## src/rtl/btb_fetch_unit_if.sv

```systemverilog
// Fetch-unit bus: IF-stage outputs, ID-stage resolution feedback and hazard stall.
// The master modport is the fetch unit; the slave modport is the surrounding pipeline.
interface btb_fetch_unit_if #(
    parameter int WORD_SIZE = 16
);
    logic                 stall;
    logic                 readM1;
    logic [WORD_SIZE-1:0] address1;
    logic [WORD_SIZE-1:0] if_pred_next;
    logic                 if_pred_hit;
    logic                 resolve_valid;
    logic [WORD_SIZE-1:0] resolve_pc;
    logic                 resolve_is_jump;
    logic                 resolve_taken;
    logic [WORD_SIZE-1:0] resolve_target;
    logic [WORD_SIZE-1:0] resolve_pred_next;
    logic                 flush;
    logic [WORD_SIZE-1:0] btb_hits;
    logic [WORD_SIZE-1:0] mispredicts;

    modport master (
        input  stall, resolve_valid, resolve_pc, resolve_is_jump, resolve_taken,
               resolve_target, resolve_pred_next,
        output readM1, address1, if_pred_next, if_pred_hit, flush, btb_hits, mispredicts
    );

    modport slave (
        output stall, resolve_valid, resolve_pc, resolve_is_jump, resolve_taken,
               resolve_target, resolve_pred_next,
        input  readM1, address1, if_pred_next, if_pred_hit, flush, btb_hits, mispredicts
    );
endinterface

```

## src/rtl/btb_fetch_unit.sv

```systemverilog
// Instruction-fetch front end: PC register, direct-mapped BTB with 2-bit counters,
// and ID-stage redirect on mispredict. The BTB is cleared one entry per cycle after reset.
module btb_fetch_unit #(
    parameter int                 WORD_SIZE    = 16,
    parameter int                 BTB_IDX_BITS = 4,
    parameter logic [WORD_SIZE-1:0] RESET_PC   = '0
) (
    input  logic               clk,
    input  logic               reset_n,
    btb_fetch_unit_if.master   bus
);
    localparam int ENTRIES  = 1 << BTB_IDX_BITS;
    localparam int TAG_BITS = WORD_SIZE - BTB_IDX_BITS;
    localparam logic [BTB_IDX_BITS-1:0] IDX_LAST = BTB_IDX_BITS'(ENTRIES - 1);

    typedef enum logic {ST_INIT, ST_RUN} state_t;

    state_t                  r_state;
    state_t                  w_stateNext;
    logic [BTB_IDX_BITS-1:0] r_initIdx;
    logic [WORD_SIZE-1:0]    r_pc;
    logic [WORD_SIZE-1:0]    r_btbHits;
    logic [WORD_SIZE-1:0]    r_mispredicts;

    logic                    r_valid  [ENTRIES];
    logic [TAG_BITS-1:0]     r_tag    [ENTRIES];
    logic [WORD_SIZE-1:0]    r_target [ENTRIES];
    logic [1:0]              r_ctr    [ENTRIES];

    logic [BTB_IDX_BITS-1:0] w_lkIdx;
    logic [TAG_BITS-1:0]     w_lkTag;
    logic                    w_lkHit;
    logic [WORD_SIZE-1:0]    w_pcPlus1;
    logic [BTB_IDX_BITS-1:0] w_rsIdx;
    logic [TAG_BITS-1:0]     w_rsTag;
    logic                    w_rsTagHit;
    logic [WORD_SIZE-1:0]    w_actualNext;
    logic                    w_run;
    logic                    w_predHit;
    logic [WORD_SIZE-1:0]    w_predNext;
    logic                    w_flush;
    logic [WORD_SIZE-1:0]    w_pcNext;

    // Lookup reads the pre-update array, so a same-index update is not bypassed.
    assign w_lkIdx   = r_pc[BTB_IDX_BITS-1:0];
    assign w_lkTag   = r_pc[WORD_SIZE-1:BTB_IDX_BITS];
    assign w_lkHit   = r_valid[w_lkIdx] && (r_tag[w_lkIdx] == w_lkTag) && r_ctr[w_lkIdx][1];
    assign w_pcPlus1 = r_pc + WORD_SIZE'(1);

    assign w_rsIdx      = bus.resolve_pc[BTB_IDX_BITS-1:0];
    assign w_rsTag      = bus.resolve_pc[WORD_SIZE-1:BTB_IDX_BITS];
    assign w_rsTagHit   = r_valid[w_rsIdx] && (r_tag[w_rsIdx] == w_rsTag);
    assign w_actualNext = bus.resolve_taken ? bus.resolve_target
                                            : bus.resolve_pc + WORD_SIZE'(1);

    always_comb begin
        w_stateNext = r_state;
        w_run       = 1'b0;
        w_predHit   = 1'b0;
        w_predNext  = w_pcPlus1;
        w_flush     = 1'b0;
        w_pcNext    = r_pc;
        case (r_state)
            ST_INIT: begin
                if (r_initIdx == IDX_LAST) begin
                    w_stateNext = ST_RUN;
                end
            end
            ST_RUN: begin
                w_run      = 1'b1;
                w_predHit  = w_lkHit;
                w_predNext = w_lkHit ? r_target[w_lkIdx] : w_pcPlus1;
                w_flush    = bus.resolve_valid && (w_actualNext != bus.resolve_pred_next);
                // A redirect wins over a hazard stall: the stalled instruction is squashed anyway.
                if (w_flush) begin
                    w_pcNext = w_actualNext;
                end else if (!bus.stall) begin
                    w_pcNext = w_predNext;
                end
            end
            default: w_stateNext = ST_INIT;
        endcase
    end

    always_ff @(posedge clk or negedge reset_n) begin
        if (!reset_n) begin
            r_state <= ST_INIT;
        end else begin
            r_state <= w_stateNext;
        end
    end

    always_ff @(posedge clk or negedge reset_n) begin
        if (!reset_n) begin
            r_pc          <= RESET_PC;
            r_initIdx     <= '0;
            r_btbHits     <= '0;
            r_mispredicts <= '0;
        end else begin
            r_pc <= w_pcNext;
            if (r_state == ST_INIT) begin
                r_initIdx <= r_initIdx + BTB_IDX_BITS'(1);
            end
            if (w_predHit && !bus.stall && !w_flush && !(&r_btbHits)) begin
                r_btbHits <= r_btbHits + WORD_SIZE'(1);
            end
            if (w_flush && !(&r_mispredicts)) begin
                r_mispredicts <= r_mispredicts + WORD_SIZE'(1);
            end
        end
    end

    // The array has no reset of its own; INIT walks every index clearing valid and counter.
    always_ff @(posedge clk) begin
        if (r_state == ST_INIT) begin
            r_valid[r_initIdx] <= 1'b0;
            r_ctr[r_initIdx]   <= 2'b00;
        end else if (bus.resolve_valid) begin
            if (bus.resolve_taken) begin
                r_target[w_rsIdx] <= bus.resolve_target;
                if (w_rsTagHit) begin
                    if (bus.resolve_is_jump || r_ctr[w_rsIdx] == 2'b11) begin
                        r_ctr[w_rsIdx] <= 2'b11;
                    end else begin
                        r_ctr[w_rsIdx] <= r_ctr[w_rsIdx] + 2'b01;
                    end
                end else begin
                    r_valid[w_rsIdx] <= 1'b1;
                    r_tag[w_rsIdx]   <= w_rsTag;
                    r_ctr[w_rsIdx]   <= bus.resolve_is_jump ? 2'b11 : 2'b10;
                end
            end else if (w_rsTagHit && r_ctr[w_rsIdx] != 2'b00) begin
                r_ctr[w_rsIdx] <= r_ctr[w_rsIdx] - 2'b01;
            end
        end
    end

    assign bus.readM1       = w_run;
    assign bus.address1     = r_pc;
    assign bus.if_pred_hit  = w_predHit;
    assign bus.if_pred_next = w_predNext;
    assign bus.flush        = w_flush;
    assign bus.btb_hits     = r_btbHits;
    assign bus.mispredicts  = r_mispredicts;

endmodule

```

## src/flat_wrapper.sv

```systemverilog
// flat-port wrapper written by rule: the top's interface ports become plain ports
module btb_fetch_unit_flat 
#(
    parameter int                 WORD_SIZE    = 16,
    parameter int                 BTB_IDX_BITS = 4,
    parameter logic [WORD_SIZE-1:0] RESET_PC   = '0
)
  (clk, reset_n, bus_stall, bus_resolve_valid, bus_resolve_pc, bus_resolve_is_jump, bus_resolve_taken, bus_resolve_target, bus_resolve_pred_next, bus_readM1, bus_address1, bus_if_pred_next, bus_if_pred_hit, bus_flush, bus_btb_hits, bus_mispredicts);
  btb_fetch_unit_if #(.WORD_SIZE(WORD_SIZE)) bus_i ();
  input  logic clk;
  input  logic reset_n;
  input wire logic [$bits(bus_i.stall)-1:0] bus_stall;
  input wire logic [$bits(bus_i.resolve_valid)-1:0] bus_resolve_valid;
  input wire logic [$bits(bus_i.resolve_pc)-1:0] bus_resolve_pc;
  input wire logic [$bits(bus_i.resolve_is_jump)-1:0] bus_resolve_is_jump;
  input wire logic [$bits(bus_i.resolve_taken)-1:0] bus_resolve_taken;
  input wire logic [$bits(bus_i.resolve_target)-1:0] bus_resolve_target;
  input wire logic [$bits(bus_i.resolve_pred_next)-1:0] bus_resolve_pred_next;
  output wire logic [$bits(bus_i.readM1)-1:0] bus_readM1;
  output wire logic [$bits(bus_i.address1)-1:0] bus_address1;
  output wire logic [$bits(bus_i.if_pred_next)-1:0] bus_if_pred_next;
  output wire logic [$bits(bus_i.if_pred_hit)-1:0] bus_if_pred_hit;
  output wire logic [$bits(bus_i.flush)-1:0] bus_flush;
  output wire logic [$bits(bus_i.btb_hits)-1:0] bus_btb_hits;
  output wire logic [$bits(bus_i.mispredicts)-1:0] bus_mispredicts;
  assign bus_i.stall = bus_stall;
  assign bus_i.resolve_valid = bus_resolve_valid;
  assign bus_i.resolve_pc = bus_resolve_pc;
  assign bus_i.resolve_is_jump = bus_resolve_is_jump;
  assign bus_i.resolve_taken = bus_resolve_taken;
  assign bus_i.resolve_target = bus_resolve_target;
  assign bus_i.resolve_pred_next = bus_resolve_pred_next;
  assign bus_readM1 = bus_i.readM1;
  assign bus_address1 = bus_i.address1;
  assign bus_if_pred_next = bus_i.if_pred_next;
  assign bus_if_pred_hit = bus_i.if_pred_hit;
  assign bus_flush = bus_i.flush;
  assign bus_btb_hits = bus_i.btb_hits;
  assign bus_mispredicts = bus_i.mispredicts;
  btb_fetch_unit #(.WORD_SIZE(WORD_SIZE), .BTB_IDX_BITS(BTB_IDX_BITS), .RESET_PC(RESET_PC)) u_core (.clk(clk), .reset_n(reset_n), .bus(bus_i));
endmodule
```

## config.mk

```make
export PLATFORM = sky130hd
export DESIGN_NAME = btb_fetch_unit_flat
export DESIGN_NICKNAME = d
export VERILOG_FILES = /design/src/rtl/btb_fetch_unit_if.sv /design/src/rtl/btb_fetch_unit.sv /design/src/flat_wrapper.sv
export SDC_FILE = /design/constraint.sdc
export NUM_CORES = 1
export LEC_CHECK = 0
export CAP_MARGIN = 20
export CORE_MARGIN = 2
export CORE_UTILIZATION = 45
export CTS_BUF_LIST = sky130_fd_sc_hd__clkbuf_4 sky130_fd_sc_hd__clkbuf_8 sky130_fd_sc_hd__clkbuf_16
export CTS_CLUSTER_DIAMETER = 60
export DETAILED_ROUTE_END_ITERATION = 7
export PLACE_DENSITY = 0.69
export RECOVER_POWER = 25
export SETUP_SLACK_MARGIN = 0.15
export SLEW_MARGIN = 20
export SYNTH_ARGS = -nofsm -noshare
export SYNTH_HDL_FRONTEND = slang
export SYNTH_SLANG_ARGS = --single-unit
```

## constraint.sdc

```tcl
create_clock -name clk -period 17.7 [get_ports clk]
set_input_delay 3.54 -clock clk [delete_from_list [all_inputs] [get_ports clk]]
set_output_delay 3.54 -clock clk [all_outputs]
set_load 0.01 [all_outputs]
```

== Word level (Yosys, flattened, before mapping) ==
Memory sizes are Yosys's and may differ from the RTL's.
Cells that the tools add are included.
Operators by class
  add/subtract/negate cells: 7
  eq/ne operators: 6
  multiplexer cells: 47
  bitwise logic cells: 3
  reduce and logical (&&, ||, !) cells: 20
Operator list (count)
  16-bit two-way mux: 5
  16-bit by 1-bit adder with 16-bit output, second input constant: 4
  1-bit two-way mux: 36
  16-bit AND reduction: 2
  12-bit == test: 2
  16-bit inequality test: 1
  1-bit logical AND: 9
  2-bit two-way mux: 4
  4-bit two-way mux: 2
  4-bit by 1-bit adder with 4-bit output, second input constant: 1
  4-bit == test, second input constant: 1
  1-bit logical NOT: 4
  1-bit bitwise OR: 3
  2-bit by 1-bit adder with 2-bit output, second input constant: 1
  2-bit == test, second input constant: 1
  2-bit by 1-bit inequality test with 1-bit output, second input constant: 1
  2-bit AND reduction: 1
  2-bit nonzero test: 1
  2-bit OR reduction: 1
  2-bit by 1-bit subtractor with 2-bit output, second input constant: 1
  1-bit logical OR: 1
  1-bit OR reduction: 1
Word-level totals
  register bits after elaboration: 53
  RAM bits: 496
  input port bits: 54
  output and inout port bits: 67
  word-level logic and storage cells: 92
  memories: 4
Memories
  u_core.r_target: depth 16, width 16, read ports 1, clocked after memory_dff 0, wr ports 1, RTL line btb_fetch_unit.sv:27  | logic [WORD_SIZE-1:0] r_target [ENTRIES];
  u_core.r_tag: depth 16, width 12, read ports 2, clocked after memory_dff 0, wr ports 1, RTL line btb_fetch_unit.sv:26  | logic [TAG_BITS-1:0] r_tag [ENTRIES];
  u_core.r_ctr: depth 16, width 2, read ports 2, clocked after memory_dff 0, wr ports 1, RTL line btb_fetch_unit.sv:28  | logic [1:0] r_ctr [ENTRIES];
  u_core.r_valid: depth 16, width 1, read ports 2, clocked after memory_dff 0, wr ports 1, RTL line btb_fetch_unit.sv:25  | logic r_valid [ENTRIES];

== Logic depth before layout (Yosys ltp) ==
An unclocked memory read counts as a cell.
  depth after elaboration: 14
  gate-level depth with buffers: 19
  gate-level depth less buffers: 11

== Worst setup path before layout ==
No wires, ideal clock.
  kind: input port to output port
  start: input bus_resolve_pc[1]
  end: output bus_flush
  arrival: 6.938 ns
  data required time: 14.160 ns
  slack: 7.222 ns
  cell stages on the path: 16
  path buffers: 7
  path through: buf_2 > buf_2 > buf_2 > buf_2 > buf_2 > buf_1 > inv_1 > ha_1 > mux2i_1 > xnor2_1 > a2111oi_0 > o2111ai_1 > nor4_1 > and4_1 > nor2_1 > clkbuf_1
On the way
  word-level cells in the longest chain between the ends: 5
Ends and longest elaborated chain
  start: declaration: RTL line flat_wrapper.sv:14  | input wire logic [$bits(bus_i.resolve_pc)-1:0] bus_resolve_pc;
  16-bit by 1-bit adder with 16-bit output: RTL line btb_fetch_unit.sv:54  | : bus.resolve_pc + WORD_SIZE'(1);
  16-bit two-way mux: RTL line btb_fetch_unit.sv:53  | assign w_actualNext = bus.resolve_taken ? bus.resolve_target
  16-bit inequality test: RTL line btb_fetch_unit.sv:73  | w_flush = bus.resolve_valid && (w_actualNext != bus.resolve_pred_next);
  1-bit logical AND: RTL line btb_fetch_unit.sv:73
  1-bit two-way mux: RTL line btb_fetch_unit.sv:63  | case (r_state)
  end: declaration: RTL line flat_wrapper.sv:23  | output wire logic [$bits(bus_i.flush)-1:0] bus_flush;
Every way passes these cells.

== Worst setup path in the final report ==
  start: input bus_resolve_pc[4]
  end: output bus_flush
The elaborated chain is that of the path after synthesis.

==> flow_summary.toml <==
[yosys]
yosys-top-cells-count = "496 x edfxtp_1, 133 x mux4_2, 104 x nand2_1"
synth_edf_count = 496
async_flop_share_pct = 9.654
synth_ff_type = "edfxtp_1"
ys_ff_latch = 549
yosys-top-cells-area = "edfxtp_1 58%, mux4_2 12%, dfrtp_1 5.2%"
synthesis.instances = 1630
synth_top_area_share_pct = 57.97
postSynthAreaPerCell_um2 = 15.76
yosysMostFrequentCell = "edfxtp_1"
ys_warn_count = 0
seq_area_frac_synth_pct = 63.13
syn-num-nets = 1694
synth.distinct_cells = 74
syn_area_um2 = 25690
yosysTopAreaCell = "edfxtp_1"

[power_and_ir_drop]
ir_drop_uv = 90.28
p_leak_nw = 10.17
finalPower_mw = 3.151
cellPowerDensity_nw_per_um2 = 105.9

[timing]
rsz0062_at_grt = "false"
finalCritPeriodShare_pct = 65.37
worstMarginPinSlew_ns = 3.025
fin_setup_tns_ns = 0
max_freq_mhz = 86.43
finClkSkew_ns = 0.02908
finalSetupViolCount = 0
relSlewSlack_pct = -101.7
finalWorstPathRequiredPeriod_ns = 11.57
hold_viol_final = 0
drv_slew = 54
worst_slack_ns = 6.130

[placed_design]
dpl.hpwl_um = 47120
io_buffers = 120
dpl_worst_slack_ns = 6.534
place_area_um2 = 27900
gp_congestion = 0.9156
dpl.cell_count = 2463

[die]
core_um2 = 56390
rows = 87
dieArea_um2 = 59020
ios = 121
die_h_um = 242.9
start_util_pct = 45.56
die_w_um = 242.9

[clocking]
clockBufferDepth = 3
cts_setup_buffers = 0
htreeDepth = 2
hold_buffers = 0
root_buffer = "clkbuf_16"
ctsResizeCount = 0
numCtsBuffers = 57
clkTransAtPathRegs_ns = 0.06
insertion_delay_ns = 0.63
cts.sinks = 549
cts_tree = "yes"

[finish]
n_antenna_cell = 0
stdcell_count = 2568
area_growth_pct = 15.84
nFillCells = 4580
nets = 1831
drive_gt1_share_pct = 18.60
design_area_um2 = 29760

[drt]
num_vias = 16190
first_iter_violations = 2032
drc = 0
wire_per_inst_um = 28.30
routed_wl_um = 72690
drt_pre_antenna_iters = 6
vias_per_cell = 6.305
route.antenna.remaining_nets = 0

[global_route]
grt_max_degree = 106
track_usage_pct = 24.53
grt_pass1_vias = 16040
grt_antenna_before_repair = 5
grt_pass1_wl_um = 106200
grt_overflow = 0

[min_path]
hold_class = "reg -> reg"

[critical_path]
setup.worst_path.end_class = "output pin"
worstPathRequired_ns = 14.16
crit_arrival_ns = 8.03
crit_type = "in -> out"
crit_fanout = 33
critPathLaunchType = "input port"

[run_status]
violations = "max-capacitance violations, max-slew violations"
status = "finished with violations"

[flow_run]
drv_cap = 1
==> layout make-up <==
class | instances | area, um^2 | area share, %
Inverter | 26 | 97.59 | 0.3279
Tap cell | 756 | 945.9 | 3.178
Timing Repair Buffer | 181 | 1605 | 5.394
Multi-Input combinational cell | 952 | 8989 | 30.20
Sequential cell | 549 | 16230 | 54.53
Clock buffer | 69 | 1516 | 5.095
Clock inverter | 35 | 379.1 | 1.274
==> per-stage QoR <==
step	util, %	hold slack [ns]
final	52.78	0.4994
after floorplan	-	0.5150
after CTS	52.84	0.5001
after global placement	49.47	0.4792
after global routing	52.78	0.5197
after detailed placement	49.48	0.4911
==> logic make-up after synthesis <==
kind of cell | count (synthesis) | share of synthesized area (%)
and+or+nand+nor | 347 | 6.823
muxes | 249 | 16.57
adders and majority gates | 11 | 0.5260
AOI/OAI and AO/OA | 237 | 6.998
xor gates and xnor gates | 108 | 3.682
DFF | 549 | 63.13
buffers and inverters | 129 | 2.269
==> registers in the layout (all words and copies together) (netlist names) <==
signal / flops
u_core.r_state: 1
u_core.bus.mispredicts: 16
u_core.r_tag: 192
u_core.r_initIdx: 4
u_core.r_target: 256
u_core.bus.address1: 16
u_core.bus.btb_hits: 16
u_core.r_valid: 16
u_core.r_ctr: 32
==> final timing paths <==
check                      slack [ns]                         end                 startpoint  cells past startpoint
hold / removal                   0.50   u_core.bus.mispredicts[5]  u_core.bus.mispredicts[5]                      1
setup reg to reg                12.73     u_core.bus.btb_hits[12]     u_core.bus.address1[0]                     10
hold reg to reg                  0.50   u_core.bus.mispredicts[5]  u_core.bus.mispredicts[5]                      1
setup / recovery                 6.13                   bus_flush          bus_resolve_pc[4]                     11
max in group asynchronous       11.56      u_core.bus.address1[0]                    reset_n                      2
min in group asynchronous        4.01  u_core.bus.mispredicts[14]                    reset_n                      2
==> routing by layer <==
metal	vias to the layer above	routed length (um)	part of all wire, %	global-route usage [%]
li1	6852	-	-	-
met1	8299	29290	40	33.86
met2	881	33180	46	37.39
met3	151	7319	10	6.424
met4	8	2857	3.9	9.581
met5	-	46	0.063	0
==> power breakdown <==
part           leakage, nW  internal [mW]  switching (mW)
Combinational         4.03          0.195           0.282
Clock                0.938          0.700           0.499
Sequential            5.21           1.44          0.0388
==> critical path, stage by stage <==
cell,delay [ns]
dlygate4sd3_1,0.52
clkbuf_1,0.93
nand3_1,0.55
nor3_1,0.58
xor2_1,0.13
a221oi_1,0.36
a211oi_1,0.11
and4_1,0.24
nor2_2,0.07
buf_4,0.36
clkdlybuf4s50_1,0.61
==> cells in the final DEF (no fill, tap or decap), types with 11 or more instances in the layout <==
cell,n
clkbuf_1,17
clkinv_2,11
nand3_1,38
clkbuf_16,57
a21oi_1,16
mux4_2,133
and3_1,21
a222oi_1,11
clkdlybuf4s50_1,101
nor3_1,17
edfxtp_1,496
xnor2_1,73
clkbuf_4,12
inv_1,26
nand2_1,104
nand4_1,15
a221oi_1,48
buf_4,44
mux2i_1,96
o31ai_1,13
o21ai_0,50
a22oi_1,25
nor2_1,46
dlygate4sd3_1,16
xor2_1,35
dfrtp_1,51
a22o_1,13
nor2_2,21
Note: power is estimated with default switching activity, not from simulation.
